## src/rtl/key_dir_reader_pkg.sv

```systemverilog
// Shared definitions for the snake-game key front end: direction codes and width helpers.
// The optional press queue is selected with `define KEY_QUEUE_EN.
package key_dir_reader_pkg;

  // Direction codes for the default three-key layout; DIR_NONE equals N_KEYS.
  typedef enum logic [1:0] {
    DIR_UP   = 2'd0,
    DIR_DOWN = 2'd1,
    DIR_LEFT = 2'd2,
    DIR_NONE = 2'd3
  } dir_e;

  localparam int DB_CYCLES_50MHZ = 1000000;

  function automatic int width_min1(input int n);
    return (n > 1) ? $clog2(n) : 1;
  endfunction

endpackage

```

## src/rtl/key_dir_reader_debounce.sv

```systemverilog
// Per-key 2-FF synchroniser, stable-level debouncer and press (released->pressed) pulse.
module key_debounce
  import key_dir_reader_pkg::*;
#(
  parameter int DB_CYCLES = DB_CYCLES_50MHZ
) (
  input  logic clk_i,
  input  logic rst_ni,
  input  logic key_ni,
  output logic press_o
);

  localparam int CNT_W = width_min1(DB_CYCLES);
  localparam logic [CNT_W-1:0] CNT_MAX = CNT_W'(DB_CYCLES - 1);

  logic [1:0]       sync_q;
  logic             stable_q, stable_d;
  logic [CNT_W-1:0] cnt_q, cnt_d;
  logic             press_q, press_d;

  always_ff @(posedge clk_i or negedge rst_ni) begin
    if (!rst_ni) begin
      sync_q   <= 2'b11;
      stable_q <= 1'b1;
      cnt_q    <= '0;
      press_q  <= 1'b0;
    end else begin
      sync_q   <= {sync_q[0], key_ni};
      stable_q <= stable_d;
      cnt_q    <= cnt_d;
      press_q  <= press_d;
    end
  end

  // Counter only runs while the synchronised level disagrees with the accepted one.
  always_comb begin
    stable_d = stable_q;
    cnt_d    = '0;
    press_d  = 1'b0;
    if (sync_q[1] != stable_q) begin
      if (cnt_q == CNT_MAX) begin
        stable_d = sync_q[1];
        press_d  = ~sync_q[1];
      end else begin
        cnt_d = cnt_q + 1'b1;
      end
    end
  end

  assign press_o = press_q;

endmodule

```

## src/rtl/key_dir_reader.sv

```systemverilog
// Snake key front end: debounced press capture, one direction code handed out per tick.
// `define KEY_QUEUE_EN replaces the pending flags with an arrival-order press queue.
module key_dir_reader
  import key_dir_reader_pkg::*;
#(
  parameter int N_KEYS     = 3,
  parameter int DB_CYCLES  = DB_CYCLES_50MHZ,
  parameter int FIFO_DEPTH = 4,
  localparam int CW        = $clog2(N_KEYS + 1)
) (
  input  logic              OSC_50,
  input  logic              rst,
  input  logic              tick,
  input  logic [N_KEYS-1:0] KEY,
  output logic [CW-1:0]     control,
  output logic              ctl_valid,
  output logic [N_KEYS-1:0] pend,
  output logic              ovf
);

  if (FIFO_DEPTH < 2 || (FIFO_DEPTH & (FIFO_DEPTH - 1)) != 0) begin : g_bad_depth
    $error("FIFO_DEPTH must be a power of two >= 2");
  end

  logic [N_KEYS-1:0] press;

  for (genvar g = 0; g < N_KEYS; g++) begin : g_key
    key_debounce #(.DB_CYCLES(DB_CYCLES)) u_db (
      .clk_i  (OSC_50),
      .rst_ni (rst),
      .key_ni (KEY[g]),
      .press_o(press[g])
    );
  end

  logic [CW-1:0] control_q, control_d;
  logic          ctl_valid_q, ctl_valid_d;

`ifdef KEY_QUEUE_EN
  localparam int PTR_W = $clog2(FIFO_DEPTH);
  localparam int QW    = PTR_W + 1;

  logic [CW-1:0]    mem_q [FIFO_DEPTH];
  logic [CW-1:0]    mem_d [FIFO_DEPTH];
  logic [PTR_W-1:0] rd_q, rd_d;
  logic [QW-1:0]    count_q, count_d;
  logic             ovf_q, ovf_d;
  logic [N_KEYS-1:0] pend_v;

  always_ff @(posedge OSC_50 or negedge rst) begin
    if (!rst) begin
      control_q   <= CW'(N_KEYS);
      ctl_valid_q <= 1'b0;
      rd_q        <= '0;
      count_q     <= '0;
      ovf_q       <= 1'b0;
    end else begin
      control_q   <= control_d;
      ctl_valid_q <= ctl_valid_d;
      rd_q        <= rd_d;
      count_q     <= count_d;
      ovf_q       <= ovf_d;
    end
  end

  always_ff @(posedge OSC_50) begin
    for (int k = 0; k < FIFO_DEPTH; k++) mem_q[k] <= mem_d[k];
  end

  // Pop first so a press in a tick cycle sees the freed slot; pushes go lowest key first.
  always_comb begin
    control_d   = control_q;
    ctl_valid_d = 1'b0;
    ovf_d       = 1'b0;
    rd_d        = rd_q;
    count_d     = count_q;
    for (int k = 0; k < FIFO_DEPTH; k++) mem_d[k] = mem_q[k];
    if (tick) begin
      if (count_q != '0) begin
        control_d   = mem_q[rd_q];
        ctl_valid_d = 1'b1;
        rd_d        = rd_q + 1'b1;
        count_d     = count_q - 1'b1;
      end else begin
        control_d = CW'(N_KEYS);
      end
    end
    for (int i = 0; i < N_KEYS; i++) begin
      if (press[i]) begin
        if (count_d < QW'(FIFO_DEPTH)) begin
          mem_d[rd_d + count_d[PTR_W-1:0]] = CW'(i);
          count_d = count_d + 1'b1;
        end else begin
          ovf_d = 1'b1;
        end
      end
    end
  end

  always_comb begin
    pend_v = '0;
    for (int k = 0; k < FIFO_DEPTH; k++) begin
      if (QW'(k) < count_q) begin
        for (int i = 0; i < N_KEYS; i++) begin
          if (mem_q[rd_q + PTR_W'(k)] == CW'(i)) pend_v[i] = 1'b1;
        end
      end
    end
  end

  assign pend = pend_v;
  assign ovf  = ovf_q;
`else
  logic [N_KEYS-1:0] pend_q, pend_d;
  logic [N_KEYS-1:0] cand, sel_mask;
  logic [CW-1:0]     sel_idx;
  logic              sel_hit;

  always_ff @(posedge OSC_50 or negedge rst) begin
    if (!rst) begin
      control_q   <= CW'(N_KEYS);
      ctl_valid_q <= 1'b0;
      pend_q      <= '0;
    end else begin
      control_q   <= control_d;
      ctl_valid_q <= ctl_valid_d;
      pend_q      <= pend_d;
    end
  end

  // A press landing in the tick cycle competes for this tick.
  assign cand = pend_q | press;

  always_comb begin
    sel_hit  = 1'b0;
    sel_idx  = CW'(N_KEYS);
    sel_mask = '0;
    for (int i = N_KEYS - 1; i >= 0; i--) begin
      if (cand[i]) begin
        sel_hit  = 1'b1;
        sel_idx  = CW'(i);
        sel_mask = '0;
        sel_mask[i] = 1'b1;
      end
    end
  end

  always_comb begin
    control_d   = control_q;
    ctl_valid_d = 1'b0;
    pend_d      = pend_q | press;
    if (tick) begin
      control_d   = sel_idx;
      ctl_valid_d = sel_hit;
      pend_d      = press & ~sel_mask;
    end
  end

  assign pend = pend_q;
  assign ovf  = 1'b0;
`endif

  assign control   = control_q;
  assign ctl_valid = ctl_valid_q;

endmodule

```

## config.mk

```make
export PLATFORM = sky130hd
export DESIGN_NAME = key_dir_reader
export DESIGN_NICKNAME = d
export VERILOG_FILES = /design/src/rtl/key_dir_reader_pkg.sv /design/src/rtl/key_dir_reader_debounce.sv /design/src/rtl/key_dir_reader.sv
export SDC_FILE = /design/constraint.sdc
export NUM_CORES = 1
export LEC_CHECK = 0
export CAP_MARGIN = 20
export CORE_ASPECT_RATIO = 0.75
export CORE_MARGIN = 10
export CORE_UTILIZATION = 61
export DETAILED_ROUTE_END_ITERATION = 8
export PLACE_DENSITY = 0.82
export SYNTH_ARGS = -nofsm -noshare
export SYNTH_HDL_FRONTEND = slang
export SYNTH_SLANG_ARGS = --single-unit
```

## constraint.sdc

```tcl
create_clock -name OSC_50 -period 2.1 [get_ports OSC_50]
set_input_delay 0.315 -clock OSC_50 [delete_from_list [all_inputs] [get_ports OSC_50]]
set_output_delay 0.315 -clock OSC_50 [all_outputs]
set_load 0.02 [all_outputs]
```

# Word level (Yosys, flattened, before mapping)
# Cells that the tools add are included.
[totals]
latch_bits = 0
ram_bits = 0
rom_bits = 0
out_inout_bits = 7
input_bits = 6
memories = 0
regBits = 78
[classes]
n_addsub = 3
n_lt_le_gt_ge = 0
mul = 0
n_shift = 0
reduce_logical = 3
n_bitwise = 6
mux = 23
n_div = 0
n_eq_ne = 6
[ops]
columns = ["op", "count"]
rows = [
  ["$mux W20", 6],
  ["$add A20 B1 Y20 const B", 3],
  ["$eq A20 B20 Y1 const B", 3],
  ["$mux W3", 4],
  ["$mux W1", 11],
  ["$reduce_and A2 Y1", 3],
  ["$mux W2", 2],
  ["$and A3 B3 Y3", 1],
  ["$ne A1 B1 Y1", 3],
  ["$not A1 Y1", 3],
  ["$not A3 Y3", 1],
  ["$or A3 B3 Y3", 1],
]

# Longest topological paths before layout
# Gate-level depths: netlist of run 1.
[logic_depth]
ltp_word = 7
depth_mapped = 6
mapped_depth_nobuf = 5

# By module
# Synthesis of run 1 repeated with hierarchy kept, for this count alone.
[unflattened]
cells_unflattened = 342
hier_area_um2 = 3812.4
[modules_own_cells]
columns = ["mod", "cells_per_inst", "instances", "area_per_inst_um2", "seq_area_each_um2"]
rows = [
  ["key_debounce", 107, 3, 1188.6, 604.3],
  ["key_dir_reader", 21, 1, 246.5, 152.6],
]

# Least setup slack after synthesis of run 1
# Ideal clock, no wire load.
[synth_timing]
kind = "flip-flop to flip-flop"
start = "register g_key[1].u_db.cnt_q[0]"
end = "register g_key[1].u_db.cnt_q[18]"
path_stages_with_launch = 7
arrival_time_ns = 1.609
slack_ns = 0.372
setup_ns = 0.119
required_ns = 1.981
period_less_slack_ns = 1.728
cell_sequence = "dfrtp_1 -> ha_1 -> nand2_1 -> or2_2 -> o31ai_1 -> buf_2 -> o21ba_2"
[synth_between]
elab_chain_len = 3
[synth_lines]
columns = ["item", "line_no", "rtl"]
rows = [
  ["start, declared", "key_dir_reader_debounce.sv:18", "logic [CNT_W-1:0] cnt_q, cnt_d;"],
  ["start signal, assigned", "key_dir_reader_debounce.sv:30", "cnt_q <= cnt_d;"],
  ["$add A20 B1 Y20 or $eq A20 B20 Y1 (tied branches)", "key_dir_reader_debounce.sv:45, key_dir_reader_debounce.sv:41", ""],
  ["$mux W20 (*)", "key_dir_reader_debounce.sv:41", "if (cnt_q == CNT_MAX) begin"],
  ["$mux W20 (*)", "key_dir_reader_debounce.sv:40", "if (sync_q[1] != stable_q) begin"],
  ["named net g_key[1].u_db.cnt_d[18]", "key_dir_reader_debounce.sv:18", ""],
]
# The timed path passes the listed nets; every way through them passes the cells marked *.
# A chain may end at the register's enable or synchronous reset.

# Worst setup path after layout of run 1
# Ends and elaborated chain as after synthesis.

==> impl_metrics.env, run 1 <==
export IMPL_io_buffer_count=11
export IMPL_cts_buffer_depth=2
export IMPL_max_vdd_ir_drop_mv=0.637
export IMPL_cts_resized=0
export IMPL_floorplan_initialDensity_pct=63.5
export IMPL_arrival_ps=2180
export IMPL_die_x_um=110
export IMPL_synth_top_area_share_pct=44.8
export IMPL_finalNetCount=398
export IMPL_synth_largest_area_cell="dfrtp_1"
export IMPL_fin_crit_sh_pct=92.2
export IMPL_layout_drive_gt1_share_pct=13.5
export IMPL_place_ws_ps=179
export IMPL_ys_ff_latch=78
export IMPL_drc=0
export IMPL_worst_pin_slew_ps=664
export IMPL_slew_headroom_pct=55.3
export IMPL_htreeDepth=3
export IMPL_gr_total_overflow=0
export IMPL_place_gp_congestion=0.863
export IMPL_cap_violations=0
export IMPL_min_period_ps=1940
export IMPL_required_ps=2340
export IMPL_die_area_sq_um=9690
export IMPL_setup_viol=0
export IMPL_synthDistinctLibCells=45
export IMPL_crit_type="reg2reg"
export IMPL_hold_class="reg2reg"
export IMPL_dr_total_vias=2747
export IMPL_dieHeight_um=87.8
export IMPL_fin_total_pwr_w=0.00285
export IMPL_synth_area_per_cell_sq_um=10.2
export IMPL_dpl_hpwl_um=4960
export IMPL_ios=13
export IMPL_area_delta_synth_final_pct=12.5
export IMPL_synth_area_top_cells="dfrtp_1 (45%), dfstp_2 (7.7%), xnor2_1 (5.4%), nor2_1 (4.8%), xor2_1 (3.7%)"
export IMPL_synth_edf_count=0
export IMPL_grt_max_degree=44
export IMPL_placementRows=24
export IMPL_drv_slew=0
export IMPL_first_pass_iters=4
export IMPL_yosysSeqAreaShare_pct=52.6
export IMPL_grt_pass1_vias=2639
export IMPL_wl_per_cell_um=15.0
export IMPL_fmaxAchievable_mhz=516
export IMPL_path_clk_slew_ps=70
export IMPL_cts_sinks=78
export IMPL_diodes=0
export IMPL_yosysWarnings=0
export IMPL_cts_buffers=9
export IMPL_cts_tree="built"
export IMPL_clk_latency_ps=360
export IMPL_synth_main_ff_cell="dfrtp_1"
export IMPL_synth_nets=375
export IMPL_finalSetupTns_ps=0
export IMPL_via_per_inst=5.82
export IMPL_wl_um=7090
export IMPL_core_sq_um=5890
export IMPL_syn_inst=366
export IMPL_report_final_hold_viol_count=0
export IMPL_ant_nets=0
export IMPL_antenna_found_initial=0
export IMPL_critPathCaptureType="flip-flop"
export IMPL_syn_cell_area_sq_um=3740
export IMPL_p_per_area_nw_per_um2=678
export IMPL_setup_slack_ps=163
export IMPL_crit_path_start_kind="flip-flop"
export IMPL_skew_ps=10.8
export IMPL_first_iter_violations=146
export IMPL_grt_pass1_wl_um=12400
export IMPL_async_flop_share_pct=100
export IMPL_post_cts_buffers=0
export IMPL_cts_root_buf="clkbuf_8"
export IMPL_mostFrequentLayoutCell="dfrtp_1"
export IMPL_rsz0062_at_grt="false"
export IMPL_status="completed"
export IMPL_cp_max_fo=19
export IMPL_grt_use_total_pct=16.1
export IMPL_leakagePower_nw=1.69
export IMPL_mostFrequentLayoutCells="dfrtp_1 (67), nor2_1 (48), nand2_1 (23), xnor2_1 (23)"
-- path summary, 6_finish.rpt --
kind	start	depth (start not counted)	slack [ps]	end
worst max-delay path	g_key[1].u_db.cnt_q[0]$_DFF_PN0_	6	160	g_key[1].u_db.cnt_q[18]$_DFF_PN0_
worst min-delay path	g_key[2].u_db.sync_q[0]$_DFF_PN1_	0	360	g_key[2].u_db.sync_q[1]$_DFF_PN1_
worst max register to register	g_key[1].u_db.cnt_q[0]$_DFF_PN0_	6	160	g_key[1].u_db.cnt_q[18]$_DFF_PN0_
worst min register to register	g_key[2].u_db.sync_q[0]$_DFF_PN1_	0	360	g_key[2].u_db.sync_q[1]$_DFF_PN1_
max in group asynchronous	rst	3	1000	g_key[2].u_db.sync_q[0]$_DFF_PN1_
min in group asynchronous	rst	2	460	g_key[0].u_db.cnt_q[13]$_DFF_PN0_
-- synth_stat cells (5+ instances only) --
library cell  count
nand3_1          19
o21ai_0          12
dfrtp_1          67
nand4_1          16
nor3_1           11
a21oi_1          19
xor2_1           16
inv_1            12
nor2_1           48
dfstp_2          11
o31ai_1           5
nand2_1          23
xnor2_1          23
nor4_1           14
or3_1             9
and3_1            6
-- final cells by class --
class,count,area [sq um]
fill,441,1680
inverter,12,45.0
sequential,78,1970
clock buffer,11,131
timing repair buffer,21,210
clock inverter,5,75.1
tap,78,97.6
multi-input combinational,267,1680
-- stage by stage --
step | instance area [sq um] | hold WS [ps] | cells | utilization [%]
after floorplan | 3740 | 19.4 | 366 | -
after global routing | 4210 | 348 | 472 | 71.5
after global placement | 3990 | 302 | 455 | 67.8
after CTS | 4210 | 351 | 472 | 71.5
final | 4210 | 359 | 472 | 71.5
after detailed placement | 3990 | 306 | 455 | 67.8
-- sequential cells by signal, indices dropped and copies added, names as in the netlist --
signal and flops:
control 2, ctl_valid 1, g_key.u_db.cnt_q 60, g_key.u_db.press_o 3, g_key.u_db.stable_q 3, g_key.u_db.sync_q 6
pend 3
-- critical path, cell delays in order (launching register included) --
cell     delay (ps)
dfrtp_1         380
ha_1            220
nand2_1         120
or2_2           360
o31ai_2         380
buf_12          200
o21ba_2         170
-- layer usage --
layer,global-route usage (%),up-vias,wire length (um)
met3,5.14,14,332
met4,6.17,0,127
met1,21.5,1331,3450
met2,23.7,50,3190
li1,-,1352,-
met5,0,-,0
-- kinds of logic after synthesis --
| group | after synthesis | share of synthesized area [%] |
|---|---|---|
| xor gates and xnor gates | 39 | 9.14 |
| muxes | 4 | 1.31 |
| adders and majority gates | 3 | 1.00 |
| and+or+nand+nor | 176 | 25.6 |
| buffers and inverters | 21 | 2.71 |
| other | 1 | 0.100 |
| DFF | 78 | 52.6 |
| AOI/OAI and AO/OA | 44 | 7.53 |
-- where the power goes --
group	internal [W]	switching, W	total [W]
Combinational	0.0000429	0.0000708	0.000114
Sequential	0.00153	0.0000209	0.00155
Clock	0.000664	0.000527	0.00119
Total	0.00224	0.000619	0.00285
-- repair_timing --
action | 4_1_cts | 5_1_grt
setup endpoints to repair | 0 | 0
hold buffers | 1 | 0
hold endpoints to repair | 30 | 0
Note: power is estimated with default switching activity, not from simulation.
==> run 2: changes to the inputs <==
ABC_CLOCK_PERIOD_IN_PS = 2100   (was default)
CAP_MARGIN = default   (was 20)
==> results of run 2 <==
Final layout, timing and power as in run 1 (identical DEF).
